### src/rtl/byte_access_port.sv
// Byte-addressed load/store front end for one port of the byte-enabled word RAM.
// Unaligned accesses that cross a word boundary are split into two word accesses.
module byte_access_port #(
    parameter int unsigned ADDRESS_BITWIDTH = 16,
    parameter int unsigned DATA_BITWIDTH    = 32
) (
    input  logic                        clk,
    input  logic                        rst_n,
    input  logic                        req_valid,
    output logic                        req_ready,
    input  logic                        req_write,
    input  logic [1:0]                  req_size,
    input  logic                        req_signed,
    input  logic [ADDRESS_BITWIDTH+1:0] req_address,
    input  logic [DATA_BITWIDTH-1:0]    req_data,
    output logic                        rsp_valid,
    output logic [DATA_BITWIDTH-1:0]    rsp_data,
    output logic [ADDRESS_BITWIDTH-1:0] ram_address,
    output logic [3:0]                  ram_write_enable,
    output logic [DATA_BITWIDTH-1:0]    ram_data_out,
    input  logic [DATA_BITWIDTH-1:0]    ram_data_in
);

    typedef enum logic [1:0] {StIdle, StRdLow, StRdHigh, StWrHigh} state_e;

    function automatic logic [2:0] size_bytes(input logic [1:0] size);
        case (size)
            2'd0:    size_bytes = 3'd1;
            2'd1:    size_bytes = 3'd2;
            default: size_bytes = 3'd4;
        endcase
    endfunction

    // Lanes lo .. hi-1 set.
    function automatic logic [3:0] lane_mask(input logic [2:0] lo, input logic [2:0] hi);
        logic [3:0] m;
        m = '0;
        for (int i = 0; i < 4; i++) begin
            m[i] = (3'(i) >= lo) && (3'(i) < hi);
        end
        return m;
    endfunction

    function automatic logic [31:0] extend(input logic [31:0] v, input logic [1:0] size,
                                           input logic sgn);
        case (size)
            2'd0:    extend = {{24{sgn & v[7]}}, v[7:0]};
            2'd1:    extend = {{16{sgn & v[15]}}, v[15:0]};
            default: extend = v;
        endcase
    endfunction

    state_e                      state_q, state_d;
    logic                        active_q;
    logic [ADDRESS_BITWIDTH-1:0] word_q;
    logic [1:0]                  off_q;
    logic [1:0]                  size_q;
    logic                        signed_q;
    logic                        span_q;
    logic [31:0]                 data_q, data_d;
    logic                        rsp_valid_d;
    logic [31:0]                 rsp_data_d;
    logic                        capture;

    logic [1:0]                  req_off;
    logic [ADDRESS_BITWIDTH-1:0] req_word;
    logic [2:0]                  req_end;
    logic                        req_span;
    logic [3:0]                  req_low_we;
    logic [4:0]                  req_shift;
    logic [5:0]                  req_rshift;
    logic [2:0]                  cur_end;
    logic [3:0]                  cur_high_we;
    logic [4:0]                  off_shift;
    logic [5:0]                  off_rshift;
    logic [ADDRESS_BITWIDTH-1:0] word_next;

    assign req_off     = req_address[1:0];
    assign req_word    = req_address[ADDRESS_BITWIDTH+1:2];
    assign req_end     = {1'b0, req_off} + size_bytes(req_size);
    assign req_span    = req_end > 3'd4;
    assign req_low_we  = lane_mask({1'b0, req_off}, req_span ? 3'd4 : req_end);
    assign req_shift   = {req_off, 3'b000};
    assign req_rshift  = 6'd32 - {1'b0, req_off, 3'b000};

    assign cur_end     = {1'b0, off_q} + size_bytes(size_q);
    assign cur_high_we = lane_mask(3'd0, cur_end - 3'd4);
    assign off_shift   = {off_q, 3'b000};
    assign off_rshift  = 6'd32 - {1'b0, off_q, 3'b000};
    assign word_next   = word_q + ADDRESS_BITWIDTH'(1);

    always_comb begin
        state_d          = state_q;
        req_ready        = 1'b0;
        ram_address      = '0;
        ram_write_enable = '0;
        ram_data_out     = '0;
        data_d           = data_q;
        rsp_valid_d      = 1'b0;
        rsp_data_d       = rsp_data;
        capture          = 1'b0;
        // Outputs stay quiet until the first clock edge after reset release.
        if (active_q) begin
            unique case (state_q)
                StIdle: begin
                    req_ready    = 1'b1;
                    ram_address  = req_word;
                    ram_data_out = req_data << req_shift;
                    if (req_valid) begin
                        capture = 1'b1;
                        if (req_write) begin
                            ram_write_enable = req_low_we;
                            data_d           = req_data >> req_rshift;
                            if (req_span) begin
                                state_d = StWrHigh;
                            end else begin
                                rsp_valid_d = 1'b1;
                                rsp_data_d  = '0;
                            end
                        end else begin
                            state_d = StRdLow;
                        end
                    end
                end
                StRdLow: begin
                    ram_address = span_q ? word_next : word_q;
                    if (span_q) begin
                        data_d  = ram_data_in >> off_shift;
                        state_d = StRdHigh;
                    end else begin
                        rsp_valid_d = 1'b1;
                        rsp_data_d  = extend(ram_data_in >> off_shift, size_q, signed_q);
                        state_d     = StIdle;
                    end
                end
                StRdHigh: begin
                    ram_address = word_next;
                    rsp_valid_d = 1'b1;
                    rsp_data_d  = extend(data_q | (ram_data_in << off_rshift), size_q, signed_q);
                    state_d     = StIdle;
                end
                StWrHigh: begin
                    ram_address      = word_next;
                    ram_write_enable = cur_high_we;
                    ram_data_out     = data_q;
                    rsp_valid_d      = 1'b1;
                    rsp_data_d       = '0;
                    state_d          = StIdle;
                end
                default: state_d = StIdle;
            endcase
        end
    end

    always_ff @(posedge clk or negedge rst_n) begin
        if (!rst_n) begin
            state_q   <= StIdle;
            active_q  <= 1'b0;
            word_q    <= '0;
            off_q     <= '0;
            size_q    <= '0;
            signed_q  <= 1'b0;
            span_q    <= 1'b0;
            data_q    <= '0;
            rsp_valid <= 1'b0;
            rsp_data  <= '0;
        end else begin
            state_q   <= state_d;
            active_q  <= 1'b1;
            data_q    <= data_d;
            rsp_valid <= rsp_valid_d;
            rsp_data  <= rsp_data_d;
            if (capture) begin
                word_q   <= req_word;
                off_q    <= req_off;
                size_q   <= req_size;
                signed_q <= req_signed;
                span_q   <= req_span;
            end
        end
    end

endmodule

### config.mk
export PLATFORM = sky130hd
export DESIGN_NAME = byte_access_port
export DESIGN_NICKNAME = d
export VERILOG_FILES = /design/src/rtl/byte_access_port.sv
export SDC_FILE = /design/constraint.sdc
export NUM_CORES = 1
export LEC_CHECK = 0
export CELL_PAD_IN_SITES_DETAIL_PLACEMENT = 1
export CELL_PAD_IN_SITES_GLOBAL_PLACEMENT = 2
export CORE_MARGIN = 8
export CORE_UTILIZATION = 30
export DETAILED_ROUTE_END_ITERATION = 10
export GPL_TIMING_DRIVEN = 1
export HOLD_SLACK_MARGIN = 0.06
export PLACE_DENSITY = 0.91
export RECOVER_POWER = 100
export REMOVE_ABC_BUFFERS = 1
export SYNTH_ARGS = -nofsm -noshare
export SYNTH_HDL_FRONTEND = slang
export SYNTH_SLANG_ARGS = --single-unit
### constraint.sdc
create_clock -name clk -period 8.2 [get_ports clk]
set_input_delay 2.05 -clock clk [delete_from_list [all_inputs] [get_ports clk]]
set_output_delay 2.05 -clock clk [all_outputs]
set_load 0.005 [all_outputs]
==> out/qor.yml, run 1 <==
run_status:
  status: "complete, but fails checks"
  violations: "capacitance limit, slew limit"
placed_design:
  port-buffer-count: 174
  placed_area_mm2: 0.00941
  place_congestion: 0.838
  dp_hpwl_um: 22000
setup_path:
  worst-path-buf-inv: 3
  critical_path_class: "in2out"
  cp-start-kind: "input pin"
  crit_family: "buffers and inverters"
  cpPeakStageDelay_ns: 1.07
  endpoint_kind: "output port"
  crit_slowest_cell: "nor2_1"
  cp_data_required_time_ns: 6.15
  cp_data_arrival_time_ns: 5.54
  cp_cell_sequence: "dlygate4sd3_1, nor2_1, clkbuf_1, a22oi_1, nor2_1, clkdlybuf4s50_1"
  cpMostUsedCell: "nor2_1"
  cp_max_fo: 17
timing:
  timing.fmax_mhz: 132
  relSlewSlack_pct: -31.8
  clock_skew_ns: 0.0150
  setup_tns_ns: 0
  final-setup-viol-count: 0
  min_period_ns: 7.59
  rsz0062_at_grt: "no"
  worst_pin_slew_ns: 1.98
  maxSlewViolCount: 77
  period_share_pct: 92.5
  hold_violations: 0
die:
  rows: 57
  boundaryPins: 175
  die_h_um: 174
  dieArea_mm2: 0.0302
  die_x_um: 174
  core_area_mm2: 0.0244
  start_util_pct: 30.6
routing:
  wl_per_cell_um: 24.3
  firstDrtPassIters: 7
  drc: 0
  num_vias: 7818
  drt-initial-drc-count: 722
  drtAntennaViolNets: 0
  wirelength_um: 31900
  viasPerCell: 5.95
global_routing:
  track_usage_pct: 20.5
  grt_pass1_wl_um: 49000
  antenna_found_initial: 2
  grt_max_degree: 68
  grt_pass1_vias: 8174
  overflow: 0
pwr:
  power.density_mw_per_mm2: 346
  ir_drop_mv: 0.159
  power_leakage_nw: 3.95
clocking:
  clk-insertion-delay-late_ns: 0.37
  clock_path_buffers: 2
  path_clk_slew_ns: 0.08
  clock_sinks: 90
  cts_root_buf: "clkbuf_16"
  postCtsHoldBufs: 0
  cts_htree_levels: 3
  cts_resized: 0
  cts_tree: "done"
  numCtsBuffers: 9
  post_cts_buffers: 0
synthesis:
  synth_area_leaders: "dfrtp_1, mux2_2, mux2i_1"
  ys.warnings.count: 0
  synth_cells: 862
  synth_edf_count: 0
  yosysTopAreaCell: "dfrtp_1"
  yosysUniqueCellTypes: 71
  synth.most_common_cell: "dfrtp_1"
  yosys_register_bits: 90
  synth.avg_cell_area_um2: 8.67
  syn_area_mm2: 0.00747
  synthArstFlopShare_pct: 100
  ys_top_cells_by_count: "dfrtp_1, o21ai_0, nand2_1"
  synth_top_area_share_pct: 30.2
  synth_top_flop_cell: "dfrtp_1"
  synth-seq-area-share_pct: 30.2
finish:
  synthToLayoutAreaGrowth_pct: 29.6
  drive_above_1_share_pct: 10.4
  fin_util_pct: 39.7
  fillCellCount: 2880
  final_nets: 1088
  fin_area_mm2: 0.00968
flow_run:
  max-cap-violations: 3
min_path:
  hold_path_class: "reg2reg"
## routing by layer
metal	global-route usage, %	up-vias	wire length, um
met2	34.1	301	15200
met3	5.47	63	2330
li1	-	3537	-
met4	7.91	2	1140
met5	0	-	17
met1	24.8	3915	13300
## through the flow
stage | hold WS [ns] | std cells | power [mW] | worst slack (ns)
floorplan | 0.462 | 785 | 2.00 | 2.63
global placement | 0.485 | 1298 | 2.88 | 1.44
detailed placement | 0.490 | 1298 | 2.93 | 1.34
CTS | 0.512 | 1314 | 3.41 | 1.34
global route | 0.517 | 1315 | 3.57 | 0.600
finish | 0.501 | 1315 | 3.35 | 0.611
## cell type report
class	count	area [um^2]	area share, %
flip-flops and latches	90	2250	23.3
inverters	15	56.3	0.581
clock buffers	9	225	2.33
diodes	1	2.50	0.0258
well taps	324	405	4.19
multi-input cells	680	4820	49.8
repair buffers	189	1830	18.9
clock inverters	7	95.1	0.982
## worst register-to-register path, cell delays in order (launching register included)
cell,delay [ns]
dfrtp_1,0.42
inv_1,0.09
ha_1,0.14
clkbuf_1,1.24
nand2_1,0.25
o21ai_0,0.37
clkbuf_1,1.47
a21oi_1,0.31
a22o_1,0.30
## where the power goes
| group | total (mW) | internal [mW] | switching [mW] |
|---|---|---|---|
| registers | 0.843 | 0.640 | 0.203 |
| clock network | 0.465 | 0.247 | 0.218 |
| logic | 2.04 | 0.837 | 1.20 |
| total | 3.35 | 1.72 | 1.62 |
## flip-flops by register name (all words and copies together), names as in the netlist
signal     cells
data_q        32
span_q         1
rsp_valid      1
active_q       1
word_q        16
off_q          2
signed_q       1
state_q        2
size_q         2
rsp_data      32
## kinds of logic after synthesis
kind of cell,count (synthesis),share of synthesized area (%)
AOI/OAI and AO/OA,330,32.2
and+or+nand+nor,230,14.9
muxes,98,14.0
buffers and inverters,92,5.38
DFF,90,30.2
adders and majority gates,14,2.55
xor gates and xnor gates,7,0.821
other,1,0.0502
## path summary, 6_finish.rpt
path / startpoint / end / slack [ns] / cells past startpoint
max in group asynchronous: rst_n / off_q[0]$_DFFE_PN0P_ / 4.48 / 2
hold reg to reg: rsp_data[12]$_DFFE_PN0P_ / rsp_data[12]$_DFFE_PN0P_ / 0.50 / 1
setup / recovery: req_address[1] / ram_data_out[14] / 0.61 / 6
setup reg to reg: state_q[1]$_DFFE_PN0P_ / rsp_data[3]$_DFFE_PN0P_ / 3.51 / 8
hold / removal: rsp_data[12]$_DFFE_PN0P_ / rsp_data[12]$_DFFE_PN0P_ / 0.50 / 1
min in group asynchronous: rst_n / rsp_data[12]$_DFFE_PN0P_ / 2.00 / 1
## placed cells by master, fill, tap and decap left out, types with 10 or more instances in the layout
cell	Yosys	final
dfrtp_1	90	89
a22o_1	16	16
o21ai_0	79	82
a31o_1	11	11
a222oi_1	16	16
a21oi_1	49	49
a32o_1	16	16
o211ai_1	10	10
buf_4	0	11
mux2_2	51	50
inv_1	12	12
a22oi_1	19	19
ha_1	12	12
o221ai_1	10	10
mux2i_1	47	47
clkdlybuf4s50_1	0	94
o31ai_1	12	12
nand2_1	77	77
nand2b_1	22	22
nor2_1	57	57
nor2b_1	24	24
dlygate4sd3_1	0	78
nand3_1	16	16
No activity file was read; power rests on OpenSTA's default activity.
==> run 2: changes to the inputs <==
--- a/config.mk
+++ b/config.mk
@@ -7,7 +7,6 @@
 export LEC_CHECK = 0
 export CELL_PAD_IN_SITES_DETAIL_PLACEMENT = 1
 export CELL_PAD_IN_SITES_GLOBAL_PLACEMENT = 2
-export CORE_MARGIN = 8
 export CORE_UTILIZATION = 30
 export DETAILED_ROUTE_END_ITERATION = 10
 export GPL_TIMING_DRIVEN = 1
==> run 2 against run 1 <==
Against the previous run: the run still ends with capacitance limit, slew limit left; clock power is essentially flat; power grew 1.0%; via count grew 1.9%; cell area is essentially flat; die area shrank 15%; first-iteration DRC count shrank 15%; sequential power is essentially flat; final cell count is essentially flat; wire length shrank 0.50%.
==> out/qor.yml, run 2 (synthesis gave the netlist of run 1 again) <==
run_status:
  status: "complete, but fails checks"  # unchanged
  violations: "capacitance limit, slew limit"  # unchanged
setup_path:
  cp_data_arrival_time_ns: 5.22  # was 5.54 ns
  cp-start-kind: "input pin"  # unchanged
  crit_slowest_cell: "clkbuf_1"  # was nor2_1
  reg2reg_depth: 8  # unchanged
  r2r_setup_slack_ns: 3.33  # was 3.51 ns
  crit_family: "buffers and inverters"  # unchanged
  cp_data_required_time_ns: 6.15  # about the same
  cp_max_fo: 32  # was 17
  cpPeakStageDelay_ns: 1.33  # was 1.07 ns
  worstReg2RegEnd: "rsp_data[3]$_DFFE_PN0P_"  # unchanged
  critical_path_class: "in2out"  # unchanged
  cp.depth: 6  # unchanged
  cpMostUsedCell: "dlygate4sd3_1"  # was nor2_1
  endpoint_kind: "output port"  # unchanged
  r2r-start: "state_q[1]$_DFFE_PN0P_"  # unchanged
  cp_cell_sequence: "dlygate4sd3_1, nor2_2, clkbuf_1, a222oi_1, nor2_1, dlygate4sd3_1"  # was dlygate4sd3_1, nor2_1, clkbuf_1, a22oi_1, nor2_1, clkdlybuf4s50_1
  worst-path-buf-inv: 3  # unchanged
die:
  rows: 57  # unchanged
  core_area_mm2: 0.0244  # unchanged
  start_util_pct: 30.6  # unchanged
  die_h_um: 160  # was 174 um
  die_x_um: 160  # was 174 um
  boundaryPins: 175  # unchanged
  dieArea_mm2: 0.0255  # was 0.0302 mm^2
global_routing:
  grtUsageMet2_pct: 39.5  # was 34.1%
  antenna_found_initial: 1  # was 2
  met3_usage_pct: 5.22  # was 5.47%
  grt_busiest_layer: "met2"  # unchanged
  overflow: 0  # unchanged
  grt_max_degree: 73  # was 68
  track_usage_pct: 24.7  # was 20.5%
  use_met1_pct: 32.7  # was 24.8%
  grt_pass1_vias: 8160  # was 8174
  grt_pass1_wl_um: 48900  # was 49000 um
clocking:
  post_cts_buffers: 0  # unchanged
  path_clk_slew_ns: 0.07  # was 0.08 ns
  cts_root_buf: "clkbuf_16"  # unchanged
  cts_tree: "done"  # unchanged
  postCtsHoldBufs: 0  # unchanged
  clk-insertion-delay-late_ns: 0.36  # was 0.37 ns
  cts_resized: 0  # unchanged
  cts_htree_levels: 3  # unchanged
  clock_path_buffers: 2  # unchanged
  numCtsBuffers: 9  # unchanged
  clock_sinks: 90  # unchanged
timing:
  worst_pin_slew_ns: 2.31  # was 1.98 ns
  final-setup-viol-count: 0  # unchanged
  relSlewSlack_pct: -53.7  # was -31.8%
  fin_hold_ws_ns: 0.501  # about the same
  worst_slack_ns: 0.935  # was 0.611 ns
  hold_violations: 0  # unchanged
  clock_skew_ns: 0.00782  # was 0.0150 ns
  timing.fmax_mhz: 138  # was 132 MHz
  maxSlewViolCount: 132  # was 77
  setup_tns_ns: 0  # unchanged
  rsz0062_at_grt: "no"  # unchanged
  min_period_ns: 7.27  # was 7.59 ns
  period_share_pct: 88.6  # was 92.5%
flow_run:
  max-cap-violations: 5  # was 3
finish:
  synthToLayoutAreaGrowth_pct: 29.7  # was 29.6%
  fin_area_mm2: 0.00969  # was 0.00968 mm^2
  layout_common_cells: "clkdlybuf4s50_1, dfrtp_1, dlygate4sd3_1, o21ai_0, nand2_1"  # was clkdlybuf4s50_1, dfrtp_1, o21ai_0, dlygate4sd3_1, nand2_1
  final_nets: 1088  # unchanged
  drive_above_1_share_pct: 10.5  # was 10.4%
  insertedDiodeCount: 0  # was 1
  final_common_cell: "clkdlybuf4s50_1"  # unchanged
  top_regs: "data_q (32), rsp_data (32), word_q (16)"  # unchanged
  layout.cells.non_filler: 1314  # was 1315
placed_design:
  dp_hpwl_um: 21000  # was 22000 um
  place.detailed.instances: 1298  # unchanged
  place_ws_ns: 1.37  # was 1.34 ns
  place_congestion: 0.862  # was 0.838
  placed_area_mm2: 0.00941  # unchanged
  port-buffer-count: 174  # unchanged
pwr:
  power.share.combinational_pct: 61.3  # was 60.9%
  p_switching_mw: 1.63  # was 1.62 mW
  p_int_mw: 1.75  # was 1.72 mW
  clockPowerShare_pct: 13.8  # was 13.9%
  p_sw_share_pct: 48.3  # was 48.5%
  power_leakage_nw: 3.96  # was 3.95 nW
  pwr-share-seq_pct: 24.8  # was 25.2%
  ir_drop_mv: 0.196  # was 0.159 mV
  power.density_mw_per_mm2: 349  # was 346 mW/mm^2
routing:
  drt-initial-drc-count: 616  # was 722
  wl_per_cell_um: 24.2  # was 24.3 um
  drc: 0  # unchanged
  wirelength_um: 31800  # was 31900 um
  firstDrtPassIters: 5  # was 7
  viasPerCell: 6.06  # was 5.95
  num_vias: 7969  # was 7818
  drtAntennaViolNets: 0  # unchanged
min_path:
  hold_path_class: "reg2reg"  # unchanged
  hp-start: "rsp_data[11]$_DFFE_PN0P_"  # was rsp_data[12]$_DFFE_PN0P_
  hold_end: "rsp_data[11]$_DFFE_PN0P_"  # was rsp_data[12]$_DFFE_PN0P_
  hold_depth: 1  # unchanged
==> run 2: cell types whose count changed in the layout (fill, tap and decap cells not counted), sizes merged <==
cell,delta
bufinv,+1
clkbuf,+2
clkdlybuf4s50,-4
clkinv,+1
diode,-1
dlygate4sd3,+4
inv,-4
==> run 2: how the worst max path moves through the flow <==
| stage | from | endpoint | slack (ns) |
|---|---|---|---|
| final | req_address[1] | ram_data_out[28] | 0.93 |
| after floorplan | req_size[1] | ram_write_enable[2] | 2.63 |
| after CTS | req_size[1] | ram_write_enable[2] | 1.38 |
| after global routing | req_address[1] | ram_data_out[27] | 0.86 |
| after global placement | req_size[1] | ram_write_enable[2] | 1.45 |
| after detailed placement | req_size[1] | ram_write_enable[2] | 1.37 |
==> run 2: power by group through the flow <==
stage / Sequential (mW) / Combinational (mW) / Clock (mW)
after floorplan: 0.843 / 1.16 / 0
after global placement: 0.836 / 2.05 / 0
after detailed placement: 0.848 / 2.08 / 0
after CTS: 0.839 / 2.11 / 0.473
after global routing: 0.866 / 2.23 / 0.487
final: 0.840 / 2.07 / 0.467
==> run 2: worst register-to-register path: stages, from the launching register on <==
cell,delay (ns)
dfrtp_1,0.42
inv_1,0.10
ha_1,0.15
clkbuf_1,1.28
nand2_1,0.39
o21ai_4,0.14
clkbuf_1,1.65
a21oi_1,0.31
a22o_1,0.31
==> run 2: metrics by stage <==
stage | total power, mW | util, %
after floorplan | 2.00 | -
after global placement | 2.88 | 38.6
after detailed placement | 2.93 | 38.6
after CTS | 3.42 | 39.8
after global routing | 3.59 | 39.7
final | 3.38 | 39.7
==> run 2: layout make-up <==
| cell class | count | area, um^2 |
|---|---|---|
| inverter | 15 | 56.3 |
| clock inverter | 5 | 78.8 |
| fill | 2845 | 14700 |
| clock buffer | 11 | 233 |
| tap | 324 | 405 |
| sequential | 90 | 2250 |
| multi-input combinational | 680 | 4830 |
| timing repair buffer | 189 | 1830 |
==> run 2: routing by layer <==
layer	up-vias	part of all wire, %
li1	3538	-
met1	4013	43
met2	354	47
met3	64	7.2
met4	0	2.7
met5	-	0
